--- src/rtl/download_router_if.sv ---
// Download port bundle: HPS ioctl byte stream in, loader write ports and
// session results out.
interface download_router_if;
  logic        dn_download;
  logic        dn_wr;
  logic [24:0] dn_addr;
  logic [7:0]  dn_data;
  logic [7:0]  dn_index;
  logic [16:0] mem_addr;
  logic [7:0]  mem_data;
  logic        bios_wr;
  logic        sprite_wr;
  logic        music_wr;
  logic        busy;
  logic        cpu_hold;
  logic        load_done;
  logic [7:0]  load_index;
  logic [24:0] load_len;
  logic [15:0] load_sum;
  logic        load_ovf;

  modport master (
    output dn_download, dn_wr, dn_addr, dn_data, dn_index,
    input  mem_addr, mem_data, bios_wr, sprite_wr, music_wr, busy, cpu_hold,
           load_done, load_index, load_len, load_sum, load_ovf
  );

  modport slave (
    input  dn_download, dn_wr, dn_addr, dn_data, dn_index,
    output mem_addr, mem_data, bios_wr, sprite_wr, music_wr, busy, cpu_hold,
           load_done, load_index, load_len, load_sum, load_ovf
  );
endinterface

--- src/rtl/download_router.sv ---
// Routes ioctl download bytes to BIOS / sprite / music loaders by file index,
// tracks per-session length, checksum and overflow, and holds the CPU in
// reset while a BIOS image is streaming in.
module download_router #(
  parameter int BIOS_AW    = 14,
  parameter int SPRITE_AW  = 14,
  parameter int MUSIC_AW   = 17,
  parameter int IDX_BIOS   = 0,
  parameter int IDX_SPRITE = 3,
  parameter int IDX_MUSIC  = 4
) (
  input  logic clk_sys,
  input  logic reset_n,
  download_router_if.slave bus
);

  typedef enum logic [1:0] {IDLE, LOAD, DONE} state_t;

  state_t      state, state_n;
  logic        dl_q;
  logic [7:0]  cur_idx;
  logic [24:0] cnt, cnt_n;
  logic [15:0] sum, sum_n;
  logic        ovf, ovf_n;
  logic [2:0]  sel;        // one-hot {music, sprite, bios}; 0 = unmapped index
  logic        in_range;
  logic        accept;
  logic        ovf_hit;
  logic        rise;
  logic        leave;

  assign rise  = bus.dn_download & ~dl_q;
  assign leave = (state == LOAD) & ~bus.dn_download;

  // Target select and range check from the latched index only
  always_comb begin
    sel      = 3'b000;
    in_range = 1'b0;
    if (cur_idx == 8'(IDX_BIOS)) begin
      sel      = 3'b001;
      in_range = (bus.dn_addr >> BIOS_AW) == 25'd0;
    end else if (cur_idx == 8'(IDX_SPRITE)) begin
      sel      = 3'b010;
      in_range = (bus.dn_addr >> SPRITE_AW) == 25'd0;
    end else if (cur_idx == 8'(IDX_MUSIC)) begin
      sel      = 3'b100;
      in_range = (bus.dn_addr >> MUSIC_AW) == 25'd0;
    end
  end

  // Byte acceptance and running session statistics
  always_comb begin
    accept  = (state == LOAD) & bus.dn_wr & (sel != 3'b000) & in_range;
    ovf_hit = (state == LOAD) & bus.dn_wr & (sel != 3'b000) & ~in_range;
    cnt_n   = cnt + {24'd0, accept};
    sum_n   = sum + (accept ? {8'd0, bus.dn_data} : 16'd0);
    ovf_n   = ovf | ovf_hit;
  end

  // Session FSM next state
  always_comb begin
    state_n = state;
    case (state)
      IDLE:    if (rise) state_n = LOAD;
      LOAD:    if (!bus.dn_download) state_n = DONE;
      DONE:    state_n = IDLE;
      default: state_n = IDLE;
    endcase
  end

  // Session FSM state register
  always_ff @(posedge clk_sys or negedge reset_n) begin
    if (!reset_n) state <= IDLE;
    else          state <= state_n;
  end

  // Edge detect, session counters, registered write port and results.
  // dl_q resets high so a download already running at reset release is skipped.
  always_ff @(posedge clk_sys or negedge reset_n) begin
    if (!reset_n) begin
      dl_q           <= 1'b1;
      cur_idx        <= '0;
      cnt            <= '0;
      sum            <= '0;
      ovf            <= 1'b0;
      bus.mem_addr   <= '0;
      bus.mem_data   <= '0;
      bus.bios_wr    <= 1'b0;
      bus.sprite_wr  <= 1'b0;
      bus.music_wr   <= 1'b0;
      bus.load_done  <= 1'b0;
      bus.load_index <= '0;
      bus.load_len   <= '0;
      bus.load_sum   <= '0;
      bus.load_ovf   <= 1'b0;
    end else begin
      dl_q <= bus.dn_download;
      if (state == IDLE && rise) begin
        cur_idx <= bus.dn_index;
        cnt     <= '0;
        sum     <= '0;
        ovf     <= 1'b0;
      end else if (state == LOAD) begin
        cnt <= cnt_n;
        sum <= sum_n;
        ovf <= ovf_n;
      end
      bus.bios_wr   <= accept & sel[0];
      bus.sprite_wr <= accept & sel[1];
      bus.music_wr  <= accept & sel[2];
      if (accept) begin
        bus.mem_addr <= bus.dn_addr[16:0];
        bus.mem_data <= bus.dn_data;
      end
      // Publish on entry to DONE so results are valid alongside load_done,
      // including a byte that arrives with the falling dn_download.
      bus.load_done <= leave;
      if (leave) begin
        bus.load_index <= cur_idx;
        bus.load_len   <= cnt_n;
        bus.load_sum   <= sum_n;
        bus.load_ovf   <= ovf_n;
      end
    end
  end

  assign bus.busy     = (state != IDLE);
  assign bus.cpu_hold = (state != IDLE) & (cur_idx == 8'(IDX_BIOS));

endmodule

--- src/flat_wrapper.sv ---
// flat-port wrapper written by rule: the top's interface ports become plain ports
module download_router_flat 
#(
  parameter int BIOS_AW    = 14,
  parameter int SPRITE_AW  = 14,
  parameter int MUSIC_AW   = 17,
  parameter int IDX_BIOS   = 0,
  parameter int IDX_SPRITE = 3,
  parameter int IDX_MUSIC  = 4
)
  (clk_sys, reset_n, bus_dn_download, bus_dn_wr, bus_dn_addr, bus_dn_data, bus_dn_index, bus_mem_addr, bus_mem_data, bus_bios_wr, bus_sprite_wr, bus_music_wr, bus_busy, bus_cpu_hold, bus_load_done, bus_load_index, bus_load_len, bus_load_sum, bus_load_ovf);
  download_router_if bus_i ();
  input  logic clk_sys;
  input  logic reset_n;
  input wire logic [$bits(bus_i.dn_download)-1:0] bus_dn_download;
  input wire logic [$bits(bus_i.dn_wr)-1:0] bus_dn_wr;
  input wire logic [$bits(bus_i.dn_addr)-1:0] bus_dn_addr;
  input wire logic [$bits(bus_i.dn_data)-1:0] bus_dn_data;
  input wire logic [$bits(bus_i.dn_index)-1:0] bus_dn_index;
  output wire logic [$bits(bus_i.mem_addr)-1:0] bus_mem_addr;
  output wire logic [$bits(bus_i.mem_data)-1:0] bus_mem_data;
  output wire logic [$bits(bus_i.bios_wr)-1:0] bus_bios_wr;
  output wire logic [$bits(bus_i.sprite_wr)-1:0] bus_sprite_wr;
  output wire logic [$bits(bus_i.music_wr)-1:0] bus_music_wr;
  output wire logic [$bits(bus_i.busy)-1:0] bus_busy;
  output wire logic [$bits(bus_i.cpu_hold)-1:0] bus_cpu_hold;
  output wire logic [$bits(bus_i.load_done)-1:0] bus_load_done;
  output wire logic [$bits(bus_i.load_index)-1:0] bus_load_index;
  output wire logic [$bits(bus_i.load_len)-1:0] bus_load_len;
  output wire logic [$bits(bus_i.load_sum)-1:0] bus_load_sum;
  output wire logic [$bits(bus_i.load_ovf)-1:0] bus_load_ovf;
  assign bus_i.dn_download = bus_dn_download;
  assign bus_i.dn_wr = bus_dn_wr;
  assign bus_i.dn_addr = bus_dn_addr;
  assign bus_i.dn_data = bus_dn_data;
  assign bus_i.dn_index = bus_dn_index;
  assign bus_mem_addr = bus_i.mem_addr;
  assign bus_mem_data = bus_i.mem_data;
  assign bus_bios_wr = bus_i.bios_wr;
  assign bus_sprite_wr = bus_i.sprite_wr;
  assign bus_music_wr = bus_i.music_wr;
  assign bus_busy = bus_i.busy;
  assign bus_cpu_hold = bus_i.cpu_hold;
  assign bus_load_done = bus_i.load_done;
  assign bus_load_index = bus_i.load_index;
  assign bus_load_len = bus_i.load_len;
  assign bus_load_sum = bus_i.load_sum;
  assign bus_load_ovf = bus_i.load_ovf;
  download_router #(.BIOS_AW(BIOS_AW), .SPRITE_AW(SPRITE_AW), .MUSIC_AW(MUSIC_AW), .IDX_BIOS(IDX_BIOS), .IDX_SPRITE(IDX_SPRITE), .IDX_MUSIC(IDX_MUSIC)) u_core (.clk_sys(clk_sys), .reset_n(reset_n), .bus(bus_i));
endmodule
--- config.mk ---
export PLATFORM = sky130hd
export DESIGN_NAME = download_router_flat
export DESIGN_NICKNAME = d
export VERILOG_FILES = /design/src/rtl/download_router_if.sv /design/src/rtl/download_router.sv /design/src/flat_wrapper.sv
export SDC_FILE = /design/constraint.sdc
export NUM_CORES = 1
export LEC_CHECK = 0
export BUFFER_PORTS_ARGS = -buffer_cell sky130_fd_sc_hd__buf_2
export CAP_MARGIN = 20
export CELL_PAD_IN_SITES_DETAIL_PLACEMENT = 2
export CELL_PAD_IN_SITES_GLOBAL_PLACEMENT = 2
export CORE_MARGIN = 4
export CORE_UTILIZATION = 37
export DETAILED_ROUTE_END_ITERATION = 7
export GPL_ROUTABILITY_DRIVEN = 0
export HOLD_SLACK_MARGIN = 0.03
export PLACE_DENSITY_LB_ADDON = 0.25
export SLEW_MARGIN = 30
export SYNTH_ARGS = -nofsm -noshare
export SYNTH_HDL_FRONTEND = slang
export SYNTH_SLANG_ARGS = --single-unit
--- constraint.sdc ---
create_clock -name clk_sys -period 5.3 [get_ports clk_sys]
set_input_delay 1.06 -clock clk_sys [delete_from_list [all_inputs] [get_ports clk_sys]]
set_output_delay 1.06 -clock clk_sys [all_outputs]
set_load 0.01 [all_outputs]
==> results.txt <==
The max-capacitance violation count is 0. The worst path in the final design needs a cycle of 4000 ps, including I/O delays and setup. The share of the clock period used by the worst path is 0.756. The number of setup violations in the final report is 0.

The first TritonRoute pass finished after 4 iterations. The starting DRC count in detailed routing is 194. The maximum VDD drop came out at 0.248 mV. The worst slack at placement is 848 ps. The arrival time reported for the critical path endpoint is 4330 ps. In the final layout, the share of cells above drive strength 1 is 0.284.

During placement, the flow inserted port buffers numbering 125. The total negative slack for setup checks came out at 0 ps. The post-detailed-route via-to-cell ratio came out at 5.29. The chip width is 139 um. The number of cell rows came out at 47. In this run, synthesis inferred 0 flip-flops with an integrated enable. The tree is rooted in a sky130_fd_sc_hd__clkbuf_16. The worst path meets setup with 1300 ps of slack. The post-CTS setup-driven buffer insertion count is 0.

The number of levels the H-tree was split into is 4. Counting flops and latches in the post-synthesis netlist gives 132. The post-synth design cell area is 6300 um2. 0 antenna diodes ended up in the layout.

The maximum number of pins on one net before global-route repair is 91. The share of total power dissipated in combinational logic is 0.079. In the synthesized netlist, the number of instances is 626. Once detailed placement completed, the half-perimeter wirelength came to 12,800 um. Buffers inserted to repair hold after CTS numbered 0. Summing all flip-flop and latch instances after layout gives 3300 um2.

After clock tree synthesis, the clock-pin slew on the worst setup and hold paths is 60 ps. The internal power contribution came out at 2.03 mW. The first-pass GRT wire length came out at 31,200 um. Of the total power, the share spent switching nets is 0.240. The number of distinct library cells after synthesis came out at 61. The clock drives 132 sinks. The die covers 19,200 um2. The type of the worst setup path is input port to flip-flop. Of all nets on the critical path, the largest fanout is 21.

TritonCTS built the clock tree. The DRC violation count after routing is 0. The worst-case clock buffer depth is 2. The static power due to leakage is 3.87 nW. For this run, the register share of the synthesized area comes to 0.524. The number of I/O pins is 126. The worst-margin pin slew is 766 ps. The fraction of synthesis flops using an asynchronous set or reset pin came out at 1.00. Yosys attributes the largest share of cell area to sky130_fd_sc_hd__dfrtp_1 52%, sky130_fd_sc_hd__nand2_1 7.9%, sky130_fd_sc_hd__o21ai_0 5.3%.

The worst slew slack as a fraction of its limit is 0.489. The area of the core region came out at 16,600 um2. The final number of max-transition violations came out at 0.

For this configuration, the core starts out at a cell density of 0.379. The total of warnings raised by yosys came out at 0. The vias after detailed routing came out at 5,147. The path category of the worst min-delay check is flip-flop to flip-flop. The number of global-route vias before repair is 5,891. The aggregate global routing overflow came out at 0. The area of the multi-input gates is 2800 um2. The sum of routed wire length over all layers is 18,900 um.

After filler insertion, the fill cell instance count of the layout stands at 1,784. On the final layout, the worst clock skew is 8.81 ps. The initial antenna violation count came to 0. The sequential cell fraction of total power is 0.406. The total power density per cell area came out at 342 nW/um2.

Counting instances in the post-synthesis netlist gives the leading cell types as 132 x sky130_fd_sc_hd__nand2_1, 131 x sky130_fd_sc_hd__dfrtp_1, 67 x sky130_fd_sc_hd__o21ai_0, 24 x sky130_fd_sc_hd__mux2_2. The number of endpoints with negative hold slack in the final report is 0. After the last flow step, the layout net total stands at 796.

The clock latency of the later-clocked register in the worst-skew pair came out at 430 ps. The clock power share is 0.514. The post-cts repair resize count is 0. The most used flip-flop cell after synthesis is sky130_fd_sc_hd__dfrtp_1. At the worst endpoint, the required time is 5630 ps.

The type of element capturing the critical path is a flip-flop. The die is 139 um tall. The total net switching power came out at 640 uW.

A synthesized cell averages 10.1 um2. sky130_fd_sc_hd__dfrtp_1 takes more of the synthesized area than any other cell. Setup repair after global routing left no endpoint under its margin. Relative to the synthesized area, the layout overhead comes to 23.7%. Counting every net in the synthesized netlist gives 682. Among all cell types in the netlist, the one instantiated most often is sky130_fd_sc_hd__nand2_1. The routed wire length per instance came out at 19.4 um. The worst register-to-register path has a setup slack of 1540 ps. The area share of the largest cell type after synthesis came out at 0.520.

The timing-limited maximum frequency is 0.250 GHz. The number of clock buffers inserted by TritonCTS came out at 17. STA classifies the critical path startpoint as an input port. Across every metal layer, demand over resource in global routing totals 0.200. The remaining number of nets flagged by the antenna check after routing came out at 0. The run finished with clean final reports.
layout by cell type (no fill, tap or decap), types with 3 or more instances in the layout:
| master | instances |
|---|---|
| sky130_fd_sc_hd__ha_1 | 10 |
| sky130_fd_sc_hd__a21o_1 | 4 |
| sky130_fd_sc_hd__o21ai_1 | 5 |
| sky130_fd_sc_hd__nand2_1 | 132 |
| sky130_fd_sc_hd__buf_4 | 4 |
| sky130_fd_sc_hd__nor3_1 | 3 |
| sky130_fd_sc_hd__and4_1 | 4 |
| sky130_fd_sc_hd__clkinv_2 | 3 |
| sky130_fd_sc_hd__nand3_1 | 20 |
| sky130_fd_sc_hd__or3_1 | 4 |
| sky130_fd_sc_hd__clkbuf_16 | 17 |
| sky130_fd_sc_hd__nand2b_1 | 3 |
| sky130_fd_sc_hd__a211oi_1 | 3 |
| sky130_fd_sc_hd__dfrtp_1 | 131 |
| sky130_fd_sc_hd__bufinv_16 | 6 |
| sky130_fd_sc_hd__o31ai_1 | 14 |
| sky130_fd_sc_hd__mux2_2 | 24 |
| sky130_fd_sc_hd__a31oi_1 | 12 |
| sky130_fd_sc_hd__nor2_1 | 15 |
| sky130_fd_sc_hd__xor2_1 | 16 |
| sky130_fd_sc_hd__and2_1 | 10 |
| sky130_fd_sc_hd__inv_1 | 14 |
| sky130_fd_sc_hd__o211ai_1 | 3 |
| sky130_fd_sc_hd__o21ai_0 | 67 |
| sky130_fd_sc_hd__buf_2 | 124 |
| sky130_fd_sc_hd__nand3_2 | 3 |
| sky130_fd_sc_hd__xnor2_1 | 20 |
| sky130_fd_sc_hd__a21oi_1 | 18 |
| sky130_fd_sc_hd__o22ai_1 | 6 |
| sky130_fd_sc_hd__nand4_1 | 5 |
registers in the layout, indices dropped and copies added (netlist names):
name                   count
u_core.bus.load_len       25
u_core.cnt                25
u_core.bus.mem_addr       17
u_core.bus.load_sum       16
u_core.sum                16
u_core.bus.load_index      8
u_core.bus.mem_data        8
u_core.cur_idx             8
u_core.state               2
u_core.bus.bios_wr         1
u_core.bus.load_done       1
u_core.bus.load_ovf        1
u_core.bus.music_wr        1
u_core.bus.sprite_wr       1
u_core.dl_q                1
u_core.ovf                 1
logic make-up after synthesis:
logic type,after synthesis,synth area share
multiplexers,25,0.0447
AND/OR/NAND/NOR,229,0.186
AO/OA/AOI/OAI,144,0.135
buffers and inverters,49,0.0365
adder cells (fa/ha/maj),11,0.0230
flip-flops,132,0.524
XOR/XNOR,36,0.0500
critical path, cell delays in order:
cell and delay (ps):
sky130_fd_sc_hd__buf_2 110, sky130_fd_sc_hd__or3_1 370, sky130_fd_sc_hd__nand3_1 100, sky130_fd_sc_hd__nand3_1 130, sky130_fd_sc_hd__nor2_4 500, sky130_fd_sc_hd__ha_1 330
sky130_fd_sc_hd__ha_1 250, sky130_fd_sc_hd__inv_1 160, sky130_fd_sc_hd__nor4_4 690, sky130_fd_sc_hd__nand3_1 220, sky130_fd_sc_hd__xor2_1 190, sky130_fd_sc_hd__o21ai_0 200
per-layer routing:
layer | global-route usage | share of wire | up-vias
met1 | 0.232 | 0.41 | 2620
met4 | 0.0608 | 0.015 | 0
met3 | 0.0548 | 0.051 | 21
li1 | - | - | 2396
met2 | 0.361 | 0.53 | 110
met5 | 0 | 0 | -
path summary, 6_finish.rpt:
kind                                                startpoint                             endpoint  cells past startpoint
max in group asynchronous                              reset_n  u_core.bus.load_len[12]$_DFFE_PN0P_                      3
hold reg to reg            u_core.bus.load_len[11]$_DFFE_PN0P_  u_core.bus.load_len[11]$_DFFE_PN0P_                      2
min in group asynchronous                              reset_n           u_core.cnt[11]$_DFFE_PN0P_                      1
setup / recovery                               bus_dn_addr[15]  u_core.bus.load_len[16]$_DFFE_PN0P_                     12
hold / removal             u_core.bus.load_len[11]$_DFFE_PN0P_  u_core.bus.load_len[11]$_DFFE_PN0P_                      2
setup reg to reg                 u_core.cur_idx[5]$_DFFE_PN0P_  u_core.bus.load_len[16]$_DFFE_PN0P_                     10
power by group through the flow:
stage	clock [mW]	sequential, mW	combinational (mW)
after CTS	1.39	1.08	0.217
after global placement	0	1.10	0.201
final	1.37	1.08	0.212
after floorplan	0	1.11	0.0880
after global routing	1.44	1.09	0.242
after detailed placement	0	1.10	0.213
per-stage QoR:
stage               instance area [um2]  cells  power, mW  hold WS (ps)  utilization
floorplan                          6300    626       1.20           449            -
global placement                   7080    940       1.30           456        0.426
detailed placement                 7090    940       1.31           466        0.426
CTS                                7770    972       2.69           485        0.467
global route                       7800    973       2.77           484        0.469
finish                             7800    973       2.67           478        0.469
final cells by class:
| class | instances | area share |
|---|---|---|
| Sequential cell | 132 | 0.424 |
| Multi-Input combinational cell | 445 | 0.359 |
| Timing Repair Buffer | 130 | 0.0884 |
| Clock inverter | 13 | 0.0292 |
| Inverter | 14 | 0.00674 |
| Clock buffer | 19 | 0.0581 |
| Tap cell | 220 | 0.0353 |
Power figures use the tool's default switching activity.
